[src/rtl/arbitro_rr_onehot.sv]
// Four-way round-robin arbiter: one-hot rotating pointer, registered grant, hold quantum, one-cycle gap.
// Optional macro ARB_TIMEOUT_EN: ends a grant when hold_cnt reaches MAX_HOLD.
module arbitro_rr_onehot #(
    parameter int MAX_HOLD = 8,
    parameter int CW       = 8
) (
    input  logic          clk_i,
    input  logic          reset_i,
    input  logic [3:0]    req_i,
    input  logic          release_i,
    input  logic          ptr_load_i,
    input  logic [3:0]    ptr_value_i,
    output logic [3:0]    grant_o,
    output logic          busy_o,
    output logic [3:0]    ptr_o,
    output logic [CW-1:0] hold_cnt_o
);

    typedef enum logic [1:0] {
        IDLE = 2'd0,
        OWN  = 2'd1,
        GAP  = 2'd2
    } state_t;

    state_t        state_q;
    logic [3:0]    grant_q;
    logic          busy_q;
    logic [3:0]    ptr_q;
    logic [CW-1:0] hold_q;

    logic [3:0]    pick_d;
    logic          timeout_d;
    logic          end_d;
    logic [CW-1:0] hold_inc_d;

    if ((MAX_HOLD < 1) || (MAX_HOLD > 255) || (MAX_HOLD > ((2 ** CW) - 1))) begin : g_bad_cfg
        $error("arbitro_rr_onehot: MAX_HOLD does not fit the legal range or CW bits");
    end

    // First requester at or after the pointer position, wrapping 8 -> 1.
    function automatic logic [3:0] rr_pick(input logic [3:0] r, input logic [3:0] p);
        logic [3:0] cand;
        logic [3:0] g;
        logic       found;
        cand  = p;
        g     = 4'b0000;
        found = 1'b0;
        for (int k = 0; k < 4; k++) begin
            if (!found && ((r & cand) != 4'b0000)) begin
                g     = cand;
                found = 1'b1;
            end else begin
                found = found;
            end
            cand = {cand[2:0], cand[3]};
        end
        return g;
    endfunction

    function automatic logic is_onehot(input logic [3:0] v);
        return (v != 4'b0000) && ((v & (v - 4'b0001)) == 4'b0000);
    endfunction

    // Arbitration pick, grant-end decision and saturating hold increment.
    always_comb begin
        pick_d = rr_pick(req_i, ptr_q);
`ifdef ARB_TIMEOUT_EN
        timeout_d = (hold_q == CW'(MAX_HOLD));
`else
        timeout_d = 1'b0;
`endif
        end_d = release_i || ((req_i & grant_q) == 4'b0000) || timeout_d;
        if (hold_q == {CW{1'b1}}) begin
            hold_inc_d = hold_q;
        end else begin
            hold_inc_d = hold_q + CW'(1);
        end
    end

    // Arbiter FSM with all outputs registered.
    always_ff @(posedge clk_i) begin
        if (!reset_i) begin
            state_q <= IDLE;
            grant_q <= 4'b0000;
            busy_q  <= 1'b0;
            ptr_q   <= 4'b0001;
            hold_q  <= {CW{1'b0}};
        end else begin
            case (state_q)
                IDLE: begin
                    if (req_i != 4'b0000) begin
                        grant_q <= pick_d;
                        state_q <= OWN;
                        busy_q  <= 1'b1;
                        hold_q  <= CW'(1);
                    end else begin
                        // A malformed pointer value is dropped so the ring stays one-hot.
                        if (ptr_load_i && is_onehot(ptr_value_i)) begin
                            ptr_q <= ptr_value_i;
                        end else begin
                            ptr_q <= ptr_q;
                        end
                        grant_q <= 4'b0000;
                        busy_q  <= 1'b0;
                        hold_q  <= {CW{1'b0}};
                    end
                end
                OWN: begin
                    if (end_d) begin
                        grant_q <= 4'b0000;
                        state_q <= GAP;
                        busy_q  <= 1'b1;
                        ptr_q   <= {grant_q[2:0], grant_q[3]};
                        hold_q  <= {CW{1'b0}};
                    end else begin
                        hold_q  <= hold_inc_d;
                    end
                end
                GAP: begin
                    state_q <= IDLE;
                    grant_q <= 4'b0000;
                    busy_q  <= 1'b0;
                    hold_q  <= {CW{1'b0}};
                end
                default: begin
                    state_q <= IDLE;
                    grant_q <= 4'b0000;
                    busy_q  <= 1'b0;
                    ptr_q   <= 4'b0001;
                    hold_q  <= {CW{1'b0}};
                end
            endcase
        end
    end

    assign grant_o    = grant_q;
    assign busy_o     = busy_q;
    assign ptr_o      = ptr_q;
    assign hold_cnt_o = hold_q;

endmodule

[config.mk]
export PLATFORM = sky130hd
export DESIGN_NAME = arbitro_rr_onehot
export DESIGN_NICKNAME = d
export VERILOG_FILES = /design/src/rtl/arbitro_rr_onehot.sv
export SDC_FILE = /design/constraint.sdc
export NUM_CORES = 1
export LEC_CHECK = 0
export ABC_AREA = 1
export CORE_UTILIZATION = 51
export CTS_CLUSTER_DIAMETER = 100
export DETAILED_ROUTE_END_ITERATION = 10
export PLACE_DENSITY = 0.84
export SETUP_SLACK_MARGIN = 0.1
export SLEW_MARGIN = 20
export SYNTH_ARGS = -nofsm -noshare
export SYNTH_HDL_FRONTEND = slang
export SYNTH_SLANG_ARGS = --single-unit
[constraint.sdc]
create_clock -name clk_i -period 2.03 [get_ports clk_i]
set_clock_uncertainty 0.15 [all_clocks]
set_input_delay 0.203 -clock clk_i [delete_from_list [all_inputs] [get_ports clk_i]]
set_output_delay 0.203 -clock clk_i [all_outputs]
set_load 0.05 [all_outputs]
==> key figures, run 1 <==
Run status
  – Status: completed

Clock tree
  – Root Buffer: clkbuf_4
  – TritonCTS buffer count: 3
  – CTS sink count: 19
  – Post-CTS Setup Inserts: 0
  – CTS tree: built
  – Bufs on Longest Clock Path: 2
  – Clock transition at the registers of the reported paths: 100 ps
  – Clk_lat worst skew: 300 ps
  – H-Tree Depth: 1

Floorplan
  – Core area: between 2000 and 3000 um^2
  – Starting Density: between 50% and 60%
  – Std cell rows: 18
  – Die ar.: ~2900 um^2
  – Io pins: 29
  – Die Y: between 50 and 60 um
  – Horiz. Die Dim: between 50 and 60 um

Synthesis
  – Dominant cell type by area after synthesis: dfxtp_1
  – Asr flop ratio synth: 0%
  – Mux cell area share after synthesis: 0%
  – Area share of the largest cell type after synthesis: between 20 and 30%
  – Cell with the most instances after synthesis: nand2_1
  – Main combinational cell family by area after synthesis: simple AND/OR/NAND/NOR gates
  – Post-Synth Simple-Gate Area: 53.3%
  – Compound-gate portion of the synthesized area: between 9 and 10%
  – Mapped Area: 1380 um^2
  – Synth Flop Type: dfxtp_1
  – Cells after synthesis: approximately 220
  – Synth top area cells: dfxtp_1 28%, nand2_1 22%, nand3_1 6.5%
  – Cell variety after synth: 27
  – Commonest cells in the netlist: 80 x nand2_1, 22 x inv_1, 19 x dfxtp_1, 19 x nor2_1, 18 x nand3_1
  – Post-Synth XOR/XNOR Area: 0%
  – Yosys warning count: 0
  – Register area share after synthesis: about 28%
  – Adder-cell area share of the yosys netlist: less than 1%
  – Post-synth EDFFs: 0
  – Mapped Nets: approximately 240
  – Post-synthesis register bit count: 19
  – Average size of a mapped cell: 6.17 um^2

STA
  – Tcrit/Tclk final: 92.4%
  – Endpoints failing hold: 0
  – FMAX: ~530 MHz
  – Final setup viols: 0
  – Setup TNS: 0 ps
  – RSZ-0062 raised after global routing: false
  – Worst-Margin Slew: ~510 ps
  – Fin crit period: between 1500 and 2000 ps
  – Slew Viols, Final: 0
  – Slew Limit Headroom: roughly 66%
  – Final setup margin: around 150 ps
  – Hold WS: about 350 ps

Route
  – Routed vias/inst: a little over 5
  – Final WL: about 3 mm
  – TritonRoute pass-1 iters: 4
  – Vias: approximately 1.4k
  – Post-DRT Antenna Nets: 0
  – DRC viols: 0
  – WL/cell: approximately 11 um
  – Initial DRC count: 38

Cells and area
  – # fillers: 230
  – Design area: around 1700 um^2
  – P&R area growth vs syn: 24.3%
  – Multi-input logic area: 873 um^2
  – N_diodes: 0
  – Sequential cell area: roughly 380 um^2
  – Share of layout cells above drive strength 1: between 10% and 20%
  – Nets: 266

Hold path
  – Hold Path Class: reg2reg
  – Hold path start: grant_o[2]

Worst setup path
  – CP max FO: 4
  – CP Launch Type: flop
  – Crit Path Class: reg2out
  – Slowest stage cell, crit path: clkdlybuf4s50_1
  – Critical path arrival: roughly 1500 ps
  – Critical path's top delay family: buffers and inverters
  – Worst EP required: around 1700 ps
  – Crit end category: output pin
  – R2R setup slack: about 440 ps
  – CP Cell Sequence: clkdlybuf4s50_1
  – Worst path max stage delay: slightly above 800 ps
  – CP Buf/Inv Count: 1
  – CP Launch Point: grant_o[3]
  – RR Startpoint: hold_cnt_o[0]

Global route
  – Total GRT Usage: between 20% and 30%
  – Pin count of the biggest net entering global routing: 11
  – Grt total ovfl: 0
  – First-pass GRT wire length: between 4 and 5 mm
  – Vias in the first global route: ~1.2k
  – Initial antenna violation count: 0

Power and ir drop
  – Pwr Density: between 600 and 700 nW/um^2
  – Max VDD drop: 0.000459 V
  – Leak: just over 0.9 nW

Place
  – RePlAce Congestion: 0.879
  – # port buffers: 28
  – Area after DPL: about 1700 um^2
  – Final HPWL DP: around 2.3 mm
  – Placement Setup Slack: between 150 and 200 ps

Run
  – Max-Cap Viols: 0
[registers in the layout (all words and copies together), names as in the netlist]
name,cells
state_q,2
grant_o,4
busy_o,1
hold_cnt_o,8
ptr_o,4
[final cells by class]
cell class	count	area share (%)
multi-input cells	174	50.9
inverters	26	5.98
well taps	30	2.19
flip-flops and latches	19	22.2
clock buffers	4	1.53
repair buffers	29	17.3
[metal layers]
layer / routed length (um) / track usage (%) / up-vias
met5: 0 / 0 / -
met4: 22 / 7.69 / 0
met3: 206 / 5.08 / 5
met2: 1400 / 39.9 / 41
met1: 1370 / 27.4 / 627
li1: - / - / 774
[stage by stage]
stage          power, mW  std cells  utilization (%)
2_1_floorplan      0.848        224                -
3_3_place_gp       0.981        278             66.5
3_5_place_dp       0.986        278             66.5
4_1_cts             1.18        282             67.5
5_1_grt             1.26        282             68.1
6_report            1.17        282             68.1
[final timing paths]
| check | endpoint | depth (start not counted) |
|---|---|---|
| min reg2reg | grant_o[2] | 2 |
| min | grant_o[2] | 2 |
| max | grant_o[3] | 1 |
| max reg2reg | hold_cnt_o[5] | 6 |
[layout by cell type (no fill, tap or decap)]
cell and count:
a31oi_1 1, dfxtp_1 19, buf_4 3, nand3b_1 4
or2_2 1, inv_1 22, dlymetal6s2s_1 6, o21ai_0 9
nand3_1 18, nor2_2 2, nand2_2 5, nand2_1 80
or2_4 1, nor3_2 2, clkbuf_4 3, inv_2 3
ha_1 1, clkdlybuf4s50_1 19, nand4_1 6, clkbuf_1 1
nor2_8 2, a21oi_2 1, o22ai_1 1, nand2_4 3
nor2_1 19, a21oi_1 10, nor3_1 4, nor2_4 3
dlygate4sd2_1 1, o21ai_2 1, clkinv_4 1
[repair_timing]
item | CTS | global route
hold buffers | 0 | 0
setup endpoints to repair | 1 | 6
gates resized for setup | 1 | 6
[power breakdown]
| group | total, mW | internal, mW | switching [mW] |
|---|---|---|---|
| registers | 0.450 | 0.407 | 0.0434 |
| logic | 0.524 | 0.181 | 0.344 |
| clock network | 0.195 | 0.0765 | 0.118 |
| total | 1.17 | 0.664 | 0.505 |
[cells by family (layout without fill, tap and decap cells)]
family,after synthesis,after routing
buffers and inverters,31,59
AND/OR/NAND/NOR,150,150
AO/OA/AOI/OAI,23,23
flip-flops,19,19
adder cells (fa/ha/maj),1,1
Note: power is estimated with default switching activity, not from simulation.
==> run 2: changes to the inputs <==
==> constraint.sdc (replaced) <==
create_clock -name clk_i -period 2.03 [get_ports clk_i]
set_clock_uncertainty 0.15 [all_clocks]
set_input_delay 0.406 -clock clk_i [delete_from_list [all_inputs] [get_ports clk_i]]
set_output_delay 0.406 -clock clk_i [all_outputs]
set_load 0.05 [all_outputs]
==> run 2 against run 1 <==
Compared with the run above:
- register-to-register slack worse by 70 ps
- first-iteration DRC count fell by 5.3%
- clock-buffer cell count did not move
- via count did not move
- core utilization is 1.7 points lower
- die area did not move
- wire length grew 0.90%
- global-route usage down 0.38 points
==> key figures, run 2 (synthesis gave the netlist of run 1 again) <==
Global route
  – Total GRT Usage: between 20% and 30%
  – First-pass GRT wire length: roughly 4.8 mm
  – Initial antenna violation count: 0
  – Pin count of the biggest net entering global routing: 11
  – Grt total ovfl: 0
  – Vias in the first global route: 1204

Worst setup path
  – Crit Path Class: in2reg
  – Crit end category: flop
  – Reg-to-reg endpoint: hold_cnt_o[5]
  – R2R setup slack: between 300 and 400 ps
  – CP max FO: 9
  – Critical path arrival: ~1800 ps
  – Worst R2R Path Depth: 6
  – RR Startpoint: hold_cnt_o[0]
  – Worst EP required: approximately 2100 ps
  – CP Launch Type: input pin

Cells and area
  – Nets: 267
  – Max reg flops: 8
  – N_diodes: 0
  – Share of layout cells above drive strength 1: a little under a fifth
  – Non-Filler Instances: 283
  – P&R area growth vs syn: 21.1%
  – Most frequent cells in the layout: 80 x nand2_1, 22 x inv_1, 19 x nor2_1, 19 x dfxtp_1, 19 x buf_4
  – Most common cell after layout, fill and taps aside: nand2_1
  – Sequential cell area: approximately 380 um^2
  – # fillers: 233
  – Multi-input logic area: about 870 um^2

Route
  – TritonRoute pass-1 iters: 4
  – Initial DRC count: 36
  – DRC viols: 0
  – Post-DRT Antenna Nets: 0
  – WL/cell: 10.7 um
  – Vias: between 1k and 1.5k
  – Routed vias/inst: just over 5
  – Final WL: ~3 mm

STA
  – Final setup margin: between 200 and 300 ps
  – Worst-Margin Slew: about 330 ps
  – Hold WS: around 360 ps
  – Slew Limit Headroom: 78.1%
  – Final setup viols: 0
  – RSZ-0062 raised after global routing: false
  – Slew Viols, Final: 0
  – FMAX: 575 MHz
  – Endpoints failing hold: 0
  – Fin crit period: approximately 1700 ps
  – Tcrit/Tclk final: 85.6%

Clock tree
  – Bufs on Longest Clock Path: 2
  – Post-CTS Setup Inserts: 0
  – Clk_lat worst skew: 300 ps
  – CTS resizes: 0
  – CTS tree: built
  – Root Buffer: clkbuf_4
  – Clock transition at the registers of the reported paths: around 110 ps
  – Hold buffers post-CTS: 0
  – H-Tree Depth: 1
  – TritonCTS buffer count: 3
  – CTS sink count: 19

Place
  – RePlAce Congestion: ~0.85
  – Placement Setup Slack: -18.4 ps
  – DP Cell Count: ~280
  – # port buffers: 28
  – Final HPWL DP: between 2 and 2.5 mm

Run
  – Max-Cap Viols: 0

Floorplan
  – Starting Density: a little over half
  – Die Y: 54.0 um
  – Core area: approximately 2500 um^2
  – Horiz. Die Dim: approximately 54 um
  – Die ar.: about 3000 um^2
  – Std cell rows: 18
  – Io pins: 29

Hold path
  – Hold path start: grant_o[2]
  – Min-Delay Endpoint: grant_o[2]
  – Hold Path Class: reg2reg
  – Hold Path Depth: 2

Power and ir drop
  – Max VDD drop: just over 0.0005 V
  – Leak: roughly 0.84 nW
  – Pwr Density: 696 nW/um^2

Run status
  – Status: completed
run 2: layout make-up:
cell class,count,share of cell area [%]
multi-input cells,174,52.2
clock buffers,4,1.57
inverters,26,6.13
repair buffers,30,15.1
well taps,30,2.24
flip-flops and latches,19,22.7
run 2: where the power goes:
group	internal, mW	switching (mW)
clock network	0.0764	0.115
logic	0.178	0.337
registers	0.407	0.0514
total	0.661	0.503
run 2: worst max-delay path by stage:
stage / start / endpoint / slack, ps / cells past startpoint
2_1_floorplan: hold_cnt_o[0] / hold_cnt_o[4] / 230 / 7
3_3_place_gp: req_i[2] / ptr_o[1] / -2 / 8
3_5_place_dp: req_i[1] / ptr_o[3] / -20 / 9
4_1_cts: req_i[0] / ptr_o[3] / 290 / 9
5_1_grt: req_i[3] / grant_o[0] / 190 / 11
6_report: req_i[1] / ptr_o[3] / 290 / 9
run 2: worst max-delay path, stage by stage:
cell             delay (ps)
clkdlybuf4s50_1         510
nand2_1                 110
nand2_1                 100
nor2_4                  180
nor2_8                   80
nor2_4                  190
nand3b_1                100
nand2_1                  60
nor2_1                   40
run 2: routing by layer:
| layer | wire length (um) | track usage [%] |
|---|---|---|
| met1 | 1470 | 27.9 |
| met2 | 1420 | 39.9 |
| met3 | 114 | 3.39 |
| met4 | 23 | 6.41 |
| met5 | 0 | 0 |
run 2: through the flow:
stage                     TNS [ps]  power (mW)  utilization, %  area [um^2]
final                            0        1.16            66.3         1670
after global routing             0        1.25            66.3         1670
after CTS                        0        1.17            66.3         1670
after detailed placement     -46.7       0.982            65.3         1650
after global placement       -2.05       0.978            65.3         1650
after floorplan                  0       0.848               -         1380
